$ cat src/rtl/isa_dma_pkg.sv
// isa_dma_pkg: shared port map, mode bit positions and channel FSM states
package isa_dma_pkg;
   localparam logic [11:0] PORT_STATUS = 12'h008;
   localparam logic [11:0] PORT_MASK   = 12'h00A;
   localparam logic [11:0] PORT_MODE   = 12'h00B;
   localparam logic [11:0] PORT_CLRFF  = 12'h00C;
   localparam int MODE_AUTO    = 4;
   localparam int MODE_TYPE_HI = 3;
   localparam int MODE_TYPE_LO = 2;
   localparam logic [1:0] XFER_READ = 2'b10;
   typedef enum logic [1:0] {IDLE, FETCH, HOLD} state_t;
endpackage

$ cat src/rtl/isa_dma_regs.sv
// isa_dma_regs: host I/O decode and the 8237-style channel register file
module isa_dma_regs
   import isa_dma_pkg::*;
#(
   parameter int          CHANNEL   = 1,
   parameter logic [11:0] PAGE_PORT = 12'h083
) (
   input  logic        clk,
   input  logic        reset_n,
   input  logic [11:0] port,
   input  logic [7:0]  iodin,
   input  logic        iowrin,
   input  logic        iordin,
   output logic [7:0]  iodout,
   output logic        iowrout,
   output logic        iordout,
   input  logic        upd,
   input  logic        set_tc,
   input  logic        set_mask,
   input  logic [15:0] nxt_addr,
   input  logic [15:0] nxt_cnt,
   output logic [15:0] base_addr,
   output logic [15:0] cur_addr,
   output logic [15:0] base_cnt,
   output logic [15:0] cur_cnt,
   output logic [7:0]  page,
   output logic        autoinit,
   output logic        xfer_read,
   output logic        mask
);
   localparam logic [11:0] ADDR_PORT = 12'(2 * CHANNEL);
   localparam logic [11:0] CNT_PORT  = 12'(2 * CHANNEL + 1);
   localparam logic [1:0]  CH        = 2'(CHANNEL);
   logic [4:2] mode;
   logic       tc_stat, ff, wr, rd, wa, wc, ra, rc, sel;
   logic [7:0] rd_val;
   assign wr        = iowrin ^ iowrout;
   assign rd        = iordin ^ iordout;
   assign wa        = wr && port == ADDR_PORT;
   assign wc        = wr && port == CNT_PORT;
   assign ra        = rd && port == ADDR_PORT;
   assign rc        = rd && port == CNT_PORT;
   assign sel       = iodin[1:0] == CH;
   assign autoinit  = mode[MODE_AUTO];
   assign xfer_read = mode[MODE_TYPE_HI:MODE_TYPE_LO] == XFER_READ;
   // read data mux for the port currently being read
   always_comb
      rd_val = ra ? (ff ? cur_addr[15:8] : cur_addr[7:0]) :
               rc ? (ff ? cur_cnt[15:8] : cur_cnt[7:0]) :
               port == PORT_STATUS ? 8'(tc_stat) << CHANNEL :
               port == PAGE_PORT ? page : 8'hFF;
   // register updates; host byte writes land after transfer updates so the host wins
   always_ff @(posedge clk) begin
      if (!reset_n) begin
         iowrout   <= iowrin;
         iordout   <= iordin;
         iodout    <= 8'hFF;
         base_addr <= '0;
         cur_addr  <= '0;
         base_cnt  <= '0;
         cur_cnt   <= '0;
         page      <= '0;
         mode      <= '0;
         mask      <= 1'b1;
         tc_stat   <= 1'b0;
         ff        <= 1'b0;
      end else begin
         iowrout <= iowrin;
         iordout <= iordin;
         if (rd) iodout <= rd_val;
         if (upd) begin
            cur_addr <= nxt_addr;
            cur_cnt  <= nxt_cnt;
         end
         if (wa && ff) begin
            base_addr[15:8] <= iodin;
            cur_addr[15:8]  <= iodin;
         end
         if (wa && !ff) begin
            base_addr[7:0] <= iodin;
            cur_addr[7:0]  <= iodin;
         end
         if (wc && ff) begin
            base_cnt[15:8] <= iodin;
            cur_cnt[15:8]  <= iodin;
         end
         if (wc && !ff) begin
            base_cnt[7:0] <= iodin;
            cur_cnt[7:0]  <= iodin;
         end
         if (rd && port == PORT_STATUS) tc_stat <= 1'b0;
         if (set_tc) tc_stat <= 1'b1;
         if (set_mask) mask <= 1'b1;
         if (wr && port == PORT_MASK && sel) mask <= iodin[2];
         if (wr && port == PORT_MODE && sel) mode <= iodin[4:2];
         if (wr && port == PAGE_PORT) page <= iodin;
         if (wr && port == PORT_CLRFF) ff <= 1'b0;
         else if (wa || wc || ra || rc) ff <= ~ff;
      end
   end
endmodule

$ cat src/rtl/isa_dma_channel.sv
// isa_dma_channel: one memory-to-peripheral DMA channel with toggle handshakes
module isa_dma_channel
   import isa_dma_pkg::*;
#(
   parameter int          CHANNEL   = 1,
   parameter logic [11:0] PAGE_PORT = 12'h083
) (
   input  logic        clk,
   input  logic        reset_n,
   input  logic [11:0] port,
   input  logic [7:0]  iodin,
   output logic [7:0]  iodout,
   input  logic        iowrin,
   input  logic        iordin,
   output logic        iowrout,
   output logic        iordout,
   output logic [19:0] mem_addr,
   input  logic [7:0]  mem_din,
   output logic        mem_rdout,
   input  logic        mem_rdin,
   output logic [7:0]  dma_dout,
   output logic        dma_rdin,
   input  logic        dma_rdout,
   output logic        tc
);
   logic [15:0] base_addr, cur_addr, base_cnt, cur_cnt, nxt_addr, nxt_cnt;
   logic [7:0]  page;
   logic        autoinit, xfer_read, mask, upd, tc_hit, reload;
   state_t      state;
   assign upd      = state == FETCH && mem_rdin == mem_rdout;
   assign tc_hit   = upd && cur_cnt == 16'h0000;
   assign reload   = tc_hit && autoinit;
   assign nxt_addr = reload ? base_addr : cur_addr + 16'd1;
   assign nxt_cnt  = reload ? base_cnt : cur_cnt - 16'd1;
   isa_dma_regs #(.CHANNEL(CHANNEL), .PAGE_PORT(PAGE_PORT)) u_regs (
      .clk(clk), .reset_n(reset_n), .port(port), .iodin(iodin), .iowrin(iowrin), .iordin(iordin),
      .iodout(iodout), .iowrout(iowrout), .iordout(iordout),
      .upd(upd), .set_tc(tc_hit), .set_mask(tc_hit && !autoinit), .nxt_addr(nxt_addr), .nxt_cnt(nxt_cnt),
      .base_addr(base_addr), .cur_addr(cur_addr), .base_cnt(base_cnt), .cur_cnt(cur_cnt),
      .page(page), .autoinit(autoinit), .xfer_read(xfer_read), .mask(mask)
   );
   // fetch one byte, hand it to the peripheral, wait for it to be consumed
   always_ff @(posedge clk) begin
      if (!reset_n) begin
         state     <= IDLE;
         mem_rdout <= mem_rdin;
         dma_rdin  <= dma_rdout;
         mem_addr  <= '0;
         dma_dout  <= '0;
         tc        <= 1'b0;
      end else begin
         tc <= tc_hit;
         if (state == IDLE && !mask && xfer_read && dma_rdin == dma_rdout) begin
            state     <= FETCH;
            mem_rdout <= ~mem_rdout;
            mem_addr  <= {page, cur_addr};
         end
         if (upd) begin
            state    <= HOLD;
            dma_dout <= mem_din;
            dma_rdin <= ~dma_rdin;
         end
         if (state == HOLD && dma_rdout == dma_rdin) state <= IDLE;
      end
   end
endmodule

$ cat config.mk
export PLATFORM = sky130hd
export DESIGN_NAME = isa_dma_channel
export DESIGN_NICKNAME = d
export VERILOG_FILES = /design/src/rtl/isa_dma_pkg.sv /design/src/rtl/isa_dma_regs.sv /design/src/rtl/isa_dma_channel.sv
export SDC_FILE = /design/constraint.sdc
export NUM_CORES = 1
export LEC_CHECK = 0
export BUFFER_PORTS_ARGS = -buffer_cell sky130_fd_sc_hd__buf_2
export CAP_MARGIN = 20
export CORE_MARGIN = 1
export CORE_UTILIZATION = 30
export DETAILED_ROUTE_END_ITERATION = 6
export SYNTH_ARGS = -nofsm -noshare
export SYNTH_HDL_FRONTEND = slang
export SYNTH_SLANG_ARGS = --single-unit
$ cat constraint.sdc
create_clock -name clk -period 2.5 [get_ports clk]
set_input_delay 0.125 -clock clk [delete_from_list [all_inputs] [get_ports clk]]
set_output_delay 0.125 -clock clk [all_outputs]
set_load 0.05 [all_outputs]
==> impl_metrics.py, run 1 <==
metrics = {
    "run_status": {
        "run_status": "finished clean",
    },
    "routing": {
        "vias": 5871,
        "detailedRoute.firstPassIterationCount": 7,
        "wl_per_instance_um": 17.73,
        "drt_iter0_markers": 476,
        "antenna_left": 0,
        "totalWireLength_um": 19560,
        "detail_route.drc_violations": 0,
        "detail_route.vias_per_cell": 5.323,
    },
    "cells_and_area": {
        "final-instance-count-excl-fill": 1103,
        "final_nets": 867,
        "area.sequential_mm2": 0.002442,
        "finished_layout_cell_area_mm2": 0.007491,
        "antenna_cells": 0,
        "filler_cell_count": 1960,
        "multi_input_logic_area_mm2": 0.003224,
        "finish.utilization": 0.3939,
        "synthToLayoutAreaGrowth_pct": 26.84,
        "layout-drive-gt1-share": 0.2171,
    },
    "place": {
        "hpwlAfterDp_um": 13430,
        "gp_routability_congestion": 0.9351,
        "placedCellCount": 1062,
        "port_buffers": 74,
        "detailed_place.area_mm2": 0.006784,
    },
    "setup_path": {
        "reg2reg_from": "u_regs.cur_cnt[0]",
        "endpoint_kind": "flop",
        "reg2reg_setup_slack_ps": 70,
        "criticalPathCategory": "reg2reg",
        "required_ps": 2780,
        "worstSetupEndpoint": "u_regs.cur_addr[15]",
        "cp_max_fo": 25,
        "setup.worst_path.start_class": "flop",
        "worstSetupStartpoint": "u_regs.cur_cnt[0]",
        "ff2ff_path_depth": 8,
        "r2r_end": "u_regs.cur_addr[15]",
        "cp.arrival_ps": 2710,
    },
    "clock_tree": {
        "tritoncts": "yes",
        "path_clk_slew_ps": 60,
        "cts_root_buffer": "clkbuf_16",
        "tritoncts.num_buffers": 17,
        "clock-sinks": 121,
        "clk-insertion-delay-late_ps": 430,
        "htree_levels": 4,
        "cts_max_path_buffers": 2,
        "post-cts-setup-buffer-count": 0,
    },
    "yosys": {
        "syn-mean-instance-area_um2": 8.090,
        "synth_nets": 766,
        "synth_register_bits": 121,
        "ys_async_sr_fraction": 0,
        "post_synth_num_cell_types": 67,
        "post_synth_inst_count": 730,
        "mappedNetlistArea_mm2": 0.005906,
        "share_of_the_yosys_chip_area_belonging_to_registers": 0.4136,
        "yosysWarningCount": 0,
        "synth.largest_area_cell": "dfxtp_1",
        "synth_top_cells_by_area": "dfxtp_1 40%, nand2_1 8.4%, mux2i_1 6.9%",
        "synth_edf_count": 2,
        "ys_top_cells_by_count": "132 x nand2_1, 119 x dfxtp_1, 79 x a21oi_1, 62 x nor2_1, 44 x o21ai_0",
        "post-synth-top-count-cell": "nand2_1",
        "area_share_of_the_largest_cell_type_after_synthesis": 0.4034,
        "dominantRegCellSynth": "dfxtp_1",
    },
    "grt": {
        "groute.layer.met2.usage": 0.2975,
        "met1_routing_resource_usage_after_global_routing": 0.2718,
        "first_global_vias": 5335,
        "gr-usage-met3": 0.04172,
        "grt_antenna_before_repair": 1,
        "global_route.overflow_total": 0,
        "largest_net_degree_at_the_start_of_global_routing": 36,
        "global_route_wire_length_before_repair_um": 30270,
        "gr-max-usage-layer": "met2",
        "combined_global_route_utilization_of_all_metal_layers": 0.1992,
    },
    "timing": {
        "rsz_0062_raised_after_global_routing": "yes",
        "tightestPinTransition_ps": 629.3,
        "hold_viol_final": 0,
        "timing.final.crit_share": 0.9731,
        "drv_slew": 0,
        "max-slew-margin-rel": 0.5770,
        "finalSetupViolations": 0,
        "skew_ps": 11.21,
        "fmaxAchievable_ghz": 0.4111,
        "post-route-min-period_ps": 2433,
        "final.setup.tns_ps": 0,
    },
    "min_path": {
        "worst_hold_launch": "mem_rdin",
        "min_path_cells": 3,
        "worstHoldPathType": "in2reg",
    },
    "floorplanning": {
        "floorplan.core_area_mm2": 0.01902,
        "dieHeight_um": 142.3,
        "pin_count": 75,
        "die_w_um": 142.3,
        "core.rowCount": 50,
        "floorplan.initialDensity": 0.3105,
        "die_area_mm2": 0.02025,
    },
    "pwr": {
        "p_leak_nw": 2.735,
        "power_density_mw_per_mm2": 633.0,
        "maximum_vdd_drop_uv": 478.3,
        "finalPower_mw": 4.742,
    },
    "run": {
        "drv_cap": 0,
    },
}
-- cell type report --
class | count | area share
multi-input combinational | 548 | 0.4304
sequential | 121 | 0.3260
timing repair buffer | 133 | 0.1152
clock buffer | 24 | 0.06431
tap | 260 | 0.04343
clock inverter | 7 | 0.01553
inverter | 10 | 0.005011
-- worst max-delay path, stage by stage, from the launching register on --
cell	delay (ps)
dfxtp_1	310
inv_1	60
ha_1	190
nor3b_2	210
nand4_1	150
or4_4	730
mux2_2	340
o21ai_1	170
a21oi_1	100
-- report_power, final --
group | switching, mW | internal, mW | leakage, nW
Combinational | 0.184 | 0.0815 | 1.46
Clock | 0.882 | 1.64 | 0.290
Sequential | 0.00795 | 1.95 | 0.980
-- cell usage in the layout (no fill, tap or decap), types with 13 or more instances in the layout --
| cell type | netlist | final |
|---|---|---|
| a31oi_1 | 13 | 13 |
| mux2i_1 | 41 | 41 |
| nor2_1 | 62 | 61 |
| buf_2 | 11 | 74 |
| clkbuf_16 | 0 | 17 |
| a21oi_1 | 79 | 79 |
| o21ai_0 | 44 | 44 |
| buf_4 | 0 | 47 |
| nand2_1 | 132 | 132 |
| nor3_1 | 21 | 20 |
| dfxtp_1 | 119 | 119 |
-- worst min path at each step --
stage                endpoint  slack [ps]
2_1_floorplan  u_regs.iordout         150
6_report            mem_rdout           6
5_1_grt             mem_rdout          30
3_5_place_dp   u_regs.iowrout         260
4_1_cts              dma_rdin           2
3_3_place_gp   u_regs.iowrout         250
-- metal layers --
metal  routed length, um  vias up  part of all wire
met1                9160     2767              0.47
met3                1329       40             0.068
li1                    -     2826                 -
met5                  13        -           0.00066
met2                8502      236              0.43
met4                 551        2             0.028
-- cell families (layout without fill, tap and decap cells) --
kind of cell | count (synthesis) | count (layout) | share of synthesized area
and+or+nand+nor | 291 | 291 | 0.2343
AOI/OAI and AO/OA | 193 | 193 | 0.1960
DFF | 121 | 121 | 0.4136
buffers and inverters | 61 | 174 | 0.04364
muxes | 53 | 53 | 0.09491
xor gates and xnor gates | 9 | 9 | 0.01335
adders and majority gates | 2 | 2 | 0.004237
-- through the flow --
stage	hold WS [ps]	setup slack, ps
final	6.430	67.32
after global placement	254.1	189.9
after global routing	25.90	-7.488
after floorplan	152.7	53.48
after CTS	2.164	85.73
after detailed placement	256.2	136.6
-- flip-flops by register name, indices dropped and copies added, names as in the netlist, 2 cells and up --
signal	cells
state	2
u_regs.cur_cnt	16
u_regs.cur_addr	16
u_regs.page	8
mem_addr	20
u_regs.base_cnt	16
u_regs.base_addr	16
u_regs.mode	3
u_regs.iodout	8
dma_dout	8
-- what timing repair did --
| action | 4_1_cts | 5_1_grt |
|---|---|---|
| resized for setup | 0 | 1 |
| endpoints found under the hold margin | 10 | 0 |
| endpoints found under the setup margin | 0 | 5 |
| hold buffers | 10 | 0 |
Power figures use the tool's default switching activity.
==> run 2, diff against run 1 <==
--- a/config.mk
+++ b/config.mk
@@ -10,6 +10,7 @@
 export CORE_MARGIN = 1
 export CORE_UTILIZATION = 30
 export DETAILED_ROUTE_END_ITERATION = 6
+export PLACE_DENSITY = 0.49
 export SYNTH_ARGS = -nofsm -noshare
 export SYNTH_HDL_FRONTEND = slang
 export SYNTH_SLANG_ARGS = --single-unit
==> impl_metrics.py, run 2 (synthesis results as in run 1) <==
metrics = {
    "clock_tree": {
        "cts_hold_repair.buffers": 11,
        "path_clk_slew_ps": 60,
        "tritoncts": "yes",
        "tritoncts.num_buffers": 17,
        "cts_root_buffer": "clkbuf_16",
        "htree_levels": 4,
        "clk-insertion-delay-late_ps": 420,
        "post-cts-setup-buffer-count": 0,
        "cts_max_path_buffers": 2,
        "clock-sinks": 121,
        "post_cts_resize_count": 0,
    },
    "pwr": {
        "power_density_mw_per_mm2": 624.6,
        "intPower_mw": 3.619,
        "combPwrFrac": 0.057,
        "p_leak_nw": 2.755,
        "power.switching_mw": 1.076,
        "clkPwrFrac": 0.526,
        "maximum_vdd_drop_uv": 477.1,
        "switching_share_of_total_power": 0.2293,
        "pwr-share-seq": 0.417,
    },
    "place": {
        "detailed_place.area_mm2": 0.006814,
        "hpwlAfterDp_um": 13920,
        "port_buffers": 74,
        "gp_routability_congestion": 0.8504,
    },
    "timing": {
        "final.setup.tns_ps": 0,
        "tightestPinTransition_ps": 724.7,
        "hold_viol_final": 0,
        "timing.final.crit_share": 0.9465,
        "post-route-min-period_ps": 2366,
        "rsz_0062_raised_after_global_routing": "no",
        "finalSetupViolations": 0,
        "max-slew-margin-rel": 0.5161,
        "skew_ps": 5.546,
        "fmaxAchievable_ghz": 0.4226,
        "drv_slew": 0,
    },
    "floorplanning": {
        "dieHeight_um": 142.3,
        "pin_count": 75,
        "die_w_um": 142.3,
        "die_area_mm2": 0.02025,
        "floorplan.initialDensity": 0.3105,
        "core.rowCount": 50,
        "floorplan.core_area_mm2": 0.01902,
    },
    "min_path": {
        "min_path_cells": 3,
        "worst_hold_launch": "dma_rdout",
        "worstHoldPathType": "in2reg",
        "min_to": "dma_rdin",
    },
    "cells_and_area": {
        "layout-drive-gt1-share": 0.2229,
        "area.sequential_mm2": 0.002442,
        "regMostFlops": "mem_addr",
        "antenna_cells": 0,
        "filler_cell_count": 2010,
        "final_common_cell": "nand2_1",
        "multi_input_logic_area_mm2": 0.003216,
        "largest_register_ff_count": 20,
        "final_nets": 872,
        "finished_layout_cell_area_mm2": 0.007517,
        "synthToLayoutAreaGrowth_pct": 27.29,
        "layout.cells.most_common_list": "132 x nand2_1, 119 x dfxtp_1, 79 x a21oi_1",
        "finish.utilization": 0.3953,
    },
    "setup_path": {
        "criticalPathCategory": "reg2reg",
        "cp.arrival_ps": 2660,
        "reg2reg_setup_slack_ps": 130,
        "setup.worst_path.start_class": "flop",
        "endpoint_kind": "flop",
        "cp_max_fo": 24,
        "reg2reg_from": "u_regs.cur_cnt[0]",
        "r2r_end": "u_regs.cur_addr[6]",
        "required_ps": 2790,
        "ff2ff_path_depth": 8,
        "worstSetupStartpoint": "u_regs.cur_cnt[0]",
    },
    "routing": {
        "detailedRoute.firstPassIterationCount": 5,
        "detail_route.vias_per_cell": 5.255,
        "vias": 5823,
        "totalWireLength_um": 20120,
        "drt_iter0_markers": 391,
        "wl_per_instance_um": 18.16,
        "detail_route.drc_violations": 0,
        "antenna_left": 0,
    },
    "grt": {
        "largest_net_degree_at_the_start_of_global_routing": 34,
        "grt_antenna_before_repair": 0,
        "combined_global_route_utilization_of_all_metal_layers": 0.2058,
        "first_global_vias": 5343,
        "global_route.overflow_total": 0,
        "global_route_wire_length_before_repair_um": 31090,
    },
    "run_status": {
        "run_status": "finished clean",
    },
    "run": {
        "drv_cap": 0,
    },
}
-- run 2: layout make-up --
type | count | share of cell area
multi-input combinational | 548 | 0.4278
sequential | 121 | 0.3249
timing repair buffer | 138 | 0.1202
clock buffer | 24 | 0.06674
tap | 260 | 0.04328
clock inverter | 7 | 0.01215
inverter | 10 | 0.004993
-- run 2: power groups by stage --
stage	logic, mW	clock network, mW	registers [mW]
floorplan	0.0923	0	2.04
global placement	0.255	0	2.00
detailed placement	0.254	0	2.00
CTS	0.268	2.51	1.96
global route	0.289	2.60	1.96
finish	0.270	2.47	1.96
-- run 2: how the worst max path moves through the flow --
stage | to | cells after the start
finish | u_regs.cur_addr[6] | 8
global route | u_regs.cur_addr[6] | 6
CTS | u_regs.cur_addr[6] | 6
detailed placement | u_regs.cur_addr[6] | 6
global placement | u_regs.cur_addr[6] | 6
floorplan | u_regs.cur_addr[6] | 8
-- run 2: critical path, stage by stage (launching register included) --
cell	delay, ps
dfxtp_1	310
inv_1	70
ha_1	180
nor3b_2	220
nand4_1	150
or4_4	720
mux2_4	350
o22ai_1	150
a21oi_1	80
-- run 2: metrics by stage --
step           setup slack (ps)  hold slack [ps]  total power, mW  instances
2_1_floorplan             53.48            152.7            2.135        730
3_3_place_gp              206.0            257.1            2.252       1066
3_5_place_dp              173.9            254.8            2.252       1066
4_1_cts                   166.5            4.702            4.735       1108
5_1_grt                   1.700            30.49            4.844       1108
6_report                  133.7            19.19            4.695       1108
-- run 2: per-layer routing --
metal	track usage	vias up	wire length, um
met3	0.04576	27	1175
met2	0.3160	214	9016
li1	-	2835	-
met5	0	-	0
met1	0.2825	2747	9492
met4	0.07074	0	434
==> run 3, diff against run 2 <==
--- a/config.mk
+++ b/config.mk
@@ -7,10 +7,12 @@
 export LEC_CHECK = 0
 export BUFFER_PORTS_ARGS = -buffer_cell sky130_fd_sc_hd__buf_2
 export CAP_MARGIN = 20
-export CORE_MARGIN = 1
+export CORE_MARGIN = 8
 export CORE_UTILIZATION = 30
 export DETAILED_ROUTE_END_ITERATION = 6
+export MAX_ROUTING_LAYER = met4
 export PLACE_DENSITY = 0.49
+export SKIP_CTS_REPAIR_TIMING = 1
 export SYNTH_ARGS = -nofsm -noshare
 export SYNTH_HDL_FRONTEND = slang
 export SYNTH_SLANG_ARGS = --single-unit
==> impl_metrics.py, run 3 (synthesis results as in run 1) <==
metrics = {
    "routing": {
        "antenna_left": 0,
        "vias": 5711,
        "detail_route.drc_violations": 0,
        "wl_per_instance_um": 18.43,
        "drt_iter0_markers": 509,
        "detail_route.vias_per_cell": 5.150,
        "detailedRoute.firstPassIterationCount": 5,
        "totalWireLength_um": 20440,
    },
    "grt": {
        "first_global_vias": 5438,
        "combined_global_route_utilization_of_all_metal_layers": 0.1733,
        "largest_net_degree_at_the_start_of_global_routing": 38,
        "global_route.overflow_total": 0,
        "global_route_wire_length_before_repair_um": 31600,
        "grt_antenna_before_repair": 1,
    },
    "timing": {
        "tightestPinTransition_ps": 696.0,
        "drv_slew": 0,
        "final.setup.tns_ps": 0,
        "worst_hold_slack_ps": 9.457,
        "max-slew-margin-rel": 0.5353,
        "timing.final.crit_share": 0.9515,
        "fmaxAchievable_ghz": 0.4204,
        "hold_viol_final": 0,
        "rsz_0062_raised_after_global_routing": "no",
        "post-route-min-period_ps": 2379,
        "finalSetupViolations": 0,
        "skew_ps": 9.527,
    },
    "setup_path": {
        "reg2reg_setup_slack_ps": 120,
        "cp_max_fo": 30,
        "ff2ff_path_depth": 8,
        "cp.arrival_ps": 2680,
        "reg2reg_from": "u_regs.cur_cnt[0]",
        "r2r_end": "u_regs.cur_addr[6]",
        "endpoint_kind": "flop",
        "worst_path_largest_cell_delay_ps": 760,
        "criticalPathCategory": "reg2reg",
        "crit_path_top_delay_cell": "or4_4",
        "required_ps": 2800,
        "setup.worst_path.start_class": "flop",
        "crit_path_cell_trace": "inv_1 > ha_1 > nor3b_2 > nand4_1 > or4_4 > mux2_4 > o22ai_1 > a21oi_1",
    },
    "clock_tree": {
        "clock-sinks": 121,
        "htree_levels": 4,
        "cts_max_path_buffers": 2,
        "tritoncts": "yes",
        "cts_root_buffer": "clkbuf_16",
        "clk-insertion-delay-late_ps": 420,
        "tritoncts.num_buffers": 17,
        "path_clk_slew_ps": 60,
    },
    "pwr": {
        "p_leak_nw": 2.732,
        "power_density_mw_per_mm2": 636.9,
        "maximum_vdd_drop_uv": 457.6,
    },
    "floorplanning": {
        "die_w_um": 156.3,
        "floorplan.initialDensity": 0.3044,
        "die_area_mm2": 0.02443,
        "pin_count": 75,
        "dieHeight_um": 156.3,
        "core.rowCount": 51,
        "floorplan.core_area_mm2": 0.01940,
    },
    "cells_and_area": {
        "layout-drive-gt1-share": 0.2218,
        "final_common_cell": "nand2_1",
        "regMostFlops": "mem_addr",
        "layout.cells.most_common_list": "132 x nand2_1, 119 x dfxtp_1, 79 x a21oi_1",
        "final_nets": 866,
        "synthToLayoutAreaGrowth_pct": 27.16,
        "final-instance-count-excl-fill": 1109,
        "largest_register_ff_count": 20,
        "finished_layout_cell_area_mm2": 0.007510,
    },
    "min_path": {
        "worstHoldPathType": "in2reg",
        "min_to": "u_regs.ff",
        "worst_hold_launch": "port[2]",
        "min_path_cells": 2,
    },
    "place": {
        "hpwlAfterDp_um": 14260,
        "placedCellCount": 1066,
        "port_buffers": 74,
        "gp_routability_congestion": 0.9029,
        "detailed_place.area_mm2": 0.006789,
    },
    "run_status": {
        "run_status": "finished clean",
    },
    "run": {
        "drv_cap": 0,
    },
}
[run 3: cell type report]
| type | instances | area [um2] |
|---|---|---|
| fill | 2042 | 11890 |
| sequential | 121 | 2442 |
| clock inverter | 10 | 142.6 |
| antenna | 1 | 2.502 |
| tap | 265 | 331.6 |
| inverter | 10 | 37.54 |
| clock buffer | 22 | 464.2 |
| multi-input combinational | 548 | 3233 |
| timing repair buffer | 132 | 855.8 |
[run 3: where the power goes]
group / internal (mW) / total (mW) / switching [mW] / leakage [nW]
Sequential: 1.95 / 1.96 / 0.00778 / 0.980
Clock: 1.62 / 2.56 / 0.934 / 0.295
Combinational: 0.0806 / 0.269 / 0.188 / 1.46
Total: 3.65 / 4.78 / 1.13 / 2.73
[run 3: critical path: cells and delay by family, from the launching register on]
family | cells | cell delay [ps]
simple gates | 3 | 1110
mux | 1 | 360
flops | 1 | 310
compound gates | 2 | 220
fa+ha+maj | 1 | 180
buf+inv | 1 | 70
[run 3: worst max path at each step]
stage,slack (ps),to,from,cells past startpoint
after floorplan,50,u_regs.cur_addr[6],mem_rdout,8
after global placement,160,u_regs.cur_addr[6],u_regs.cur_cnt[0],8
after detailed placement,140,u_regs.cur_addr[6],u_regs.cur_cnt[0],8
after CTS,130,u_regs.cur_addr[6],u_regs.cur_cnt[0],8
after global routing,5,u_regs.cur_addr[12],u_regs.cur_cnt[0],10
final,120,u_regs.cur_addr[6],u_regs.cur_cnt[0],8
[run 3: layer usage]
metal  up-vias  wire length [um]  global-route usage
li1       2829                 -                   -
met1      2706              9709              0.2268
met2       159              9210              0.2622
met3        17              1245             0.03613
met4         0               272             0.05629
met5         -                 0                   -
[run 3: stage by stage]
stage | setup WS [ps] | power [mW] | util
after floorplan | 53.48 | 2.135 | -
after global placement | 164.2 | 2.256 | 0.3500
after detailed placement | 135.3 | 2.255 | 0.3500
after CTS | 132.2 | 4.805 | 0.3813
after global routing | 4.555 | 4.931 | 0.3871
final | 121.4 | 4.783 | 0.3871
